`src/rtl/rule110_run_ctrl_if.sv`:
```
// rtl/rule110_run_ctrl_if.sv - requester-side run handshake for rule110_run_ctrl
// master = requester, slave = run controller.
interface rule110_run_ctrl_if #(
  parameter int N     = 512,
  parameter int GEN_W = 16
);
  localparam int PW = $clog2(N + 1);

  logic             start;
  logic [N-1:0]     seed;
  logic [GEN_W-1:0] gen_limit;
  logic             abort;
  logic             busy;
  logic             done;
  logic [GEN_W-1:0] gens;
  logic [1:0]       reason;
  logic [PW-1:0]    pop_cnt;

  modport master (
    output start, seed, gen_limit, abort,
    input  busy, done, gens, reason, pop_cnt
  );

  modport slave (
    input  start, seed, gen_limit, abort,
    output busy, done, gens, reason, pop_cnt
  );
endinterface

```
`src/rtl/rule110_run_ctrl.sv`:
```
// rtl/rule110_run_ctrl.sv - run controller for an N-cell Rule-110 automaton
// Optional final-pattern popcount is enabled by defining RULE110_POPCNT_EN.
module rule110_run_ctrl #(
  parameter int N     = 512,
  parameter int GEN_W = 16
) (
  input  logic           clk,
  input  logic           areset,
  rule110_run_ctrl_if.slave req,
  output logic           ca_load,
  output logic [N-1:0]   ca_data,
  input  logic [N-1:0]   ca_q
);
  localparam int PW = $clog2(N + 1);

  localparam logic [1:0] R_LIMIT  = 2'd0;
  localparam logic [1:0] R_EMPTY  = 2'd1;
  localparam logic [1:0] R_STABLE = 2'd2;
  localparam logic [1:0] R_ABORT  = 2'd3;

  typedef enum logic [1:0] {IDLE, LOAD, RUN} state_t;

  state_t           state, state_nx;
  logic [N-1:0]     seed_r, prev_q;
  logic [GEN_W-1:0] lim_r, gen_cnt, gens_r;
  logic [1:0]       reason_r, reason_nx;
  logic             done_r;
  logic             is_empty, is_stable, at_limit, stop_now;

  always_ff @(posedge clk or posedge areset) begin
    if (areset) state <= IDLE;
    else        state <= state_nx;
  end

  always_comb begin
    state_nx  = state;
    is_empty  = (ca_q == '0);
    is_stable = (gen_cnt != '0) && (ca_q == prev_q);
    at_limit  = (gen_cnt == lim_r);
    stop_now  = (state == RUN) && (req.abort || is_empty || is_stable || at_limit);

    // Priority ABORT > EMPTY > STABLE > LIMIT; an all-zero pattern is never STABLE.
    if (req.abort)     reason_nx = R_ABORT;
    else if (is_empty) reason_nx = R_EMPTY;
    else if (is_stable) reason_nx = R_STABLE;
    else               reason_nx = R_LIMIT;

    case (state)
      IDLE:    if (req.start) state_nx = LOAD;
      LOAD:    state_nx = RUN;
      RUN:     if (stop_now) state_nx = IDLE;
      default: state_nx = IDLE;
    endcase

    ca_load = (state != RUN) || stop_now;
    ca_data = (state == LOAD) ? seed_r : ca_q;
  end

  always_ff @(posedge clk or posedge areset) begin
    if (areset) begin
      seed_r   <= '0;
      lim_r    <= '0;
      gen_cnt  <= '0;
      prev_q   <= '0;
      gens_r   <= '0;
      reason_r <= R_LIMIT;
      done_r   <= 1'b0;
    end else begin
      done_r <= 1'b0;
      case (state)
        IDLE: begin
          if (req.start) begin
            seed_r  <= req.seed;
            lim_r   <= req.gen_limit;
            gen_cnt <= '0;
          end
        end
        RUN: begin
          if (stop_now) begin
            gens_r   <= gen_cnt;
            reason_r <= reason_nx;
            done_r   <= 1'b1;
          end else begin
            gen_cnt <= gen_cnt + GEN_W'(1);
            prev_q  <= ca_q;
          end
        end
        default: ;
      endcase
    end
  end

`ifdef RULE110_POPCNT_EN
  logic [PW-1:0] pop_nx, pop_r;

  always_comb begin
    pop_nx = '0;
    for (int i = 0; i < N; i++) pop_nx = pop_nx + PW'(ca_q[i]);
  end

  always_ff @(posedge clk or posedge areset) begin
    if (areset)                         pop_r <= '0;
    else if (state == RUN && stop_now)  pop_r <= pop_nx;
  end

  assign req.pop_cnt = pop_r;
`else
  assign req.pop_cnt = '0;
`endif

  assign req.busy   = (state != IDLE);
  assign req.done   = done_r;
  assign req.gens   = gens_r;
  assign req.reason = reason_r;
endmodule

```
`src/flat_wrapper.sv`:
```
// flat-port wrapper written by rule: the top's interface ports become plain ports
module rule110_run_ctrl_flat 
#(
  parameter int N     = 512,
  parameter int GEN_W = 16
)
  (clk, areset, ca_load, ca_data, ca_q, req_start, req_seed, req_gen_limit, req_abort, req_busy, req_done, req_gens, req_reason, req_pop_cnt);
  rule110_run_ctrl_if #(.N(N), .GEN_W(GEN_W)) req_i ();
  input  logic clk;
  input  logic areset;
  output logic ca_load;
  output logic [N-1:0] ca_data;
  input  logic [N-1:0] ca_q;
  input wire logic [$bits(req_i.start)-1:0] req_start;
  input wire logic [$bits(req_i.seed)-1:0] req_seed;
  input wire logic [$bits(req_i.gen_limit)-1:0] req_gen_limit;
  input wire logic [$bits(req_i.abort)-1:0] req_abort;
  output wire logic [$bits(req_i.busy)-1:0] req_busy;
  output wire logic [$bits(req_i.done)-1:0] req_done;
  output wire logic [$bits(req_i.gens)-1:0] req_gens;
  output wire logic [$bits(req_i.reason)-1:0] req_reason;
  output wire logic [$bits(req_i.pop_cnt)-1:0] req_pop_cnt;
  assign req_i.start = req_start;
  assign req_i.seed = req_seed;
  assign req_i.gen_limit = req_gen_limit;
  assign req_i.abort = req_abort;
  assign req_busy = req_i.busy;
  assign req_done = req_i.done;
  assign req_gens = req_i.gens;
  assign req_reason = req_i.reason;
  assign req_pop_cnt = req_i.pop_cnt;
  rule110_run_ctrl #(.N(N), .GEN_W(GEN_W)) u_core (.clk(clk), .areset(areset), .req(req_i), .ca_load(ca_load), .ca_data(ca_data), .ca_q(ca_q));
endmodule
```
`config.mk`:
```
export PLATFORM = sky130hd
export DESIGN_NAME = rule110_run_ctrl_flat
export DESIGN_NICKNAME = d
export VERILOG_FILES = /design/src/rtl/rule110_run_ctrl_if.sv /design/src/rtl/rule110_run_ctrl.sv /design/src/flat_wrapper.sv
export SDC_FILE = /design/constraint.sdc
export NUM_CORES = 2
export LEC_CHECK = 0
export BUFFER_PORTS_ARGS = -buffer_cell sky130_fd_sc_hd__buf_4
export CAP_MARGIN = 20
export CORE_AREA = 2 2 625 627
export DETAILED_ROUTE_END_ITERATION = 8
export DIE_AREA = 0 0 627 629
export GPL_ROUTABILITY_DRIVEN = 1
export PLACE_DENSITY = 0.32
export SYNTH_ARGS = -nofsm -noshare
export SYNTH_HDL_FRONTEND = slang
export SYNTH_SLANG_ARGS = --single-unit
```
`constraint.sdc`:
```
create_clock -name clk -period 30.8 [get_ports clk]
set_input_delay 0 -clock clk [delete_from_list [all_inputs] [get_ports clk]]
set_output_delay 0 -clock clk [all_outputs]
set_load 0.02 [all_outputs]
```
==> flow_summary_export.csv <==
group,metric,value,unit
drt,via_count,59562,
synthesis,synthTopCellsByArea,"dfrtp_1 (50%), nand2_1 (22%), mux2_2 (10%), xnor2_1 (6.0%), nor4_1 (2.4%)",
setup_path,criticalPathCategory,"reg -> reg",
final_layout,drive_above_1_share,0.259,
power_and_ir_drop,ir_drop,0.0543,mV
floorplanning,die_h,629,um
final_layout,nets,10546,
cts,htreeDepth,4,
timing,fin_skew,0.0483,ns
final_layout,final_common_cell,"nand2_1",
synthesis,avgSynthCellArea,8.85,sq um
floorplanning,start_util,0.138,
setup_path,path_buf_inv,3,
final_layout,area_growth,79.1,%
setup_path,crit_family,"buffers and inverters",
setup_path,worst_path_most_repeated_cell,"buf_4",
drt,ant_nets,0,
grt,first_global_vias,61551,
power_and_ir_drop,cellPowerDensity,87.2,nW/um^2
drt,routedWlPerCell,32.7,um
run_status,status,"finished clean",
job,cap_violations,0,
drt,drtIter0Drc,3694,
power_and_ir_drop,p_leak,45.0,nW
timing,worst_pin_slew,1.18,ns
synthesis,synth_cells,6060,
grt,groute.usage.overall,0.240,
synthesis,synth.yosys.warnings,0,
synthesis,yosysSeqAreaShare,0.502,
drt,drc,0,
power_and_ir_drop,p_total,0.00838,W
synthesis,ys_ff_latch,1077,
timing,fmax,146,MHz
cts,cts_tree,"done",
timing,rsz0062_at_grt,"false",
setup_path,worstPathArrival,7.58,ns
grt,grt_max_degree,147,
cts,root_buffer,"clkbuf_16",
grt,antenna_found_initial,200,
drt,dr.pass1.iters,5,
synthesis,yosys.area.top_type,"dfrtp_1",
setup_path,worstSetupStartpointType,"flip-flop",
cts,clockBufferDepth,4,
grt,grt_overflow_total,0,
timing,finalHoldViolCount,0,
floorplanning,die_w,627,um
final_layout,final_cell_mix,"nand2_1 (3110), dlygate4sd3_1 (1882), buf_4 (1692)",
setup_path,crit_chain,"xnor2_1, nand4_1, nor4_1, nand4_1, nor4_1, and3_1, a2111o_2, buf_4, buf_4, buf_4, mux2_2",
timing,slew_headroom,0.206,
synthesis,netlist_area,53700,sq um
setup_path,path_max_fanout,63,
timing,period_needed,6.84,ns
timing,fin_tns_setup,0,ns
hold_path,hold_path.class,"in -> reg",
setup_path,crit_path_end_kind,"flip-flop",
cts,path_clk_slew,0.06,ns
placed_design,port_buffers,1576,
timing,drv_slew,0,
timing,setup_viol,0,
floorplanning,die_area,394000,sq um
placed_design,post-dp-hpwl,380,mm
timing,finalCritPeriodShare,0.222,
drt,totalWireLength,487,mm
synthesis,yosysTopAreaCellShare,0.502,
grt,grt_first_pass_wirelength,624,mm
floorplanning,rows,229,
setup_path,crit_slowest_cell,"buf_4",
cts,cts.repair.resized,0,
placed_design,place_congestion,0.883,
cts,cts_inserted_buffers,163,
drt,via_per_inst,4.00,
cts,clk_latency,0.90,ns
setup_path,crit_required,31.54,ns
synthesis,ys_types,43,
floorplanning,num_io_pins,1587,
floorplanning,fp.coreArea,388000,sq um
setup_path,max_stage_delay,0.80,ns
cts,cts_sinks,1077,
timing repair:
item | in CTS | in global routing
hold buffers | 1882 | 0
hold endpoints to repair | 1127 | 0
buffers inserted | 0 | 0
sequential cells by signal (all words and copies together) (netlist names):
name               count
u_core.state           2
u_core.seed_r        512
u_core.req.gens       16
u_core.req.reason      2
u_core.lim_r          16
u_core.gen_cnt        16
u_core.req.done        1
u_core.prev_q        512
layer usage:
| layer | GRT usage | wire [um] |
|---|---|---|
| met2 | 0.422 | 241000 |
| met5 | 0 | 337 |
| met4 | 0.0736 | 17800 |
| met3 | 0.0359 | 23100 |
| met1 | 0.299 | 205000 |
cell usage after synthesis, drive strengths merged:
library cell,number
nand2,3111
dfrtp,1077
mux2,502
xnor2,365
clkbuf,239
nor4,206
nand4,140
xor2,132
buf,80
o21ai,55
inv,40
nand3,15
nor2,12
o22ai,11
a22o,9
a211o,8
nor2b,8
nor3b,8
a21o,5
nand2b,5
o31ai,5
and3,4
o2bb2ai,4
a2111o,2
a2111oi,2
ha,2
o211ai,2
or4,2
a21oi,1
a221o,1
a22oi,1
and2,1
conb,1
nor3,1
o2111ai,1
o221ai,1
or2,1
path summary, 6_finish.rpt:
| check | start | slack, ns | end | cells past startpoint |
|---|---|---|---|---|
| max | u_core.prev_q[205]$_DFFE_PP0P_ | 23.96 | u_core.prev_q[148]$_DFFE_PP0P_ | 11 |
| min | req_seed[459] | 0.02 | u_core.seed_r[459]$_DFFE_PP0P_ | 4 |
| max reg2reg | u_core.prev_q[205]$_DFFE_PP0P_ | 23.96 | u_core.prev_q[148]$_DFFE_PP0P_ | 11 |
| min reg2reg | u_core.seed_r[144]$_DFFE_PP0P_ | 0.47 | u_core.seed_r[144]$_DFFE_PP0P_ | 2 |
| max in group asynchronous | areset | 25.73 | u_core.seed_r[267]$_DFFE_PP0P_ | 9 |
| min in group asynchronous | areset | 0.48 | u_core.req.gens[10]$_DFFE_PP0P_ | 4 |
through the flow:
| stage | hold WS, ns | utilization | std cells | cell area [sq um] | setup WS (ns) |
|---|---|---|---|---|---|
| after floorplan | 0.105 | - | 6069 | 53700 | 0.481 |
| after global placement | 0.192 | 0.184 | 12637 | 71500 | 22.69 |
| after detailed placement | 0.194 | 0.185 | 12649 | 71600 | 24.01 |
| after CTS | 0.0000407 | 0.247 | 14814 | 95900 | 23.94 |
| after global routing | 0.0228 | 0.248 | 14841 | 96000 | 23.78 |
| final | 0.0222 | 0.248 | 14888 | 96100 | 23.96 |
layout make-up:
class                   count  area, sq um
flip-flops and latches   1077        27000
repair buffers           3585        31700
clock inverters            48          617
diodes                     73          183
clock buffers             235         4780
inverters                  40          165
fillers                 42414       292000
multi-input cells        4633        25200
well taps                5197         6500
worst register-to-register path, cell delays in order, from the launching register on:
cell,delay [ns]
dfrtp_1,0.38
xnor2_1,0.76
nand4_1,0.40
nor4_1,0.75
nand4_1,0.25
nor4_1,0.56
and3_1,0.30
a2111o_2,0.41
buf_4,0.74
buf_4,0.83
buf_4,0.82
mux2_2,0.48
power breakdown:
| group | internal, W | switching (W) |
|---|---|---|
| Clock | 0.00117 | 0.000807 |
| Combinational | 0.00142 | 0.00242 |
| Sequential | 0.00210 | 0.000457 |
| Total | 0.00470 | 0.00368 |
cells by family after synthesis:
kind of cell / synth area share
AOI/OAI and AO/OA: 0.0131
xor gates and xnor gates: 0.0811
adders and majority gates: 0.000466
buffers and inverters: 0.0336
DFF: 0.502
muxes: 0.105
other: 0.0000699
and+or+nand+nor: 0.264
No activity file was read; power rests on OpenSTA's default activity.
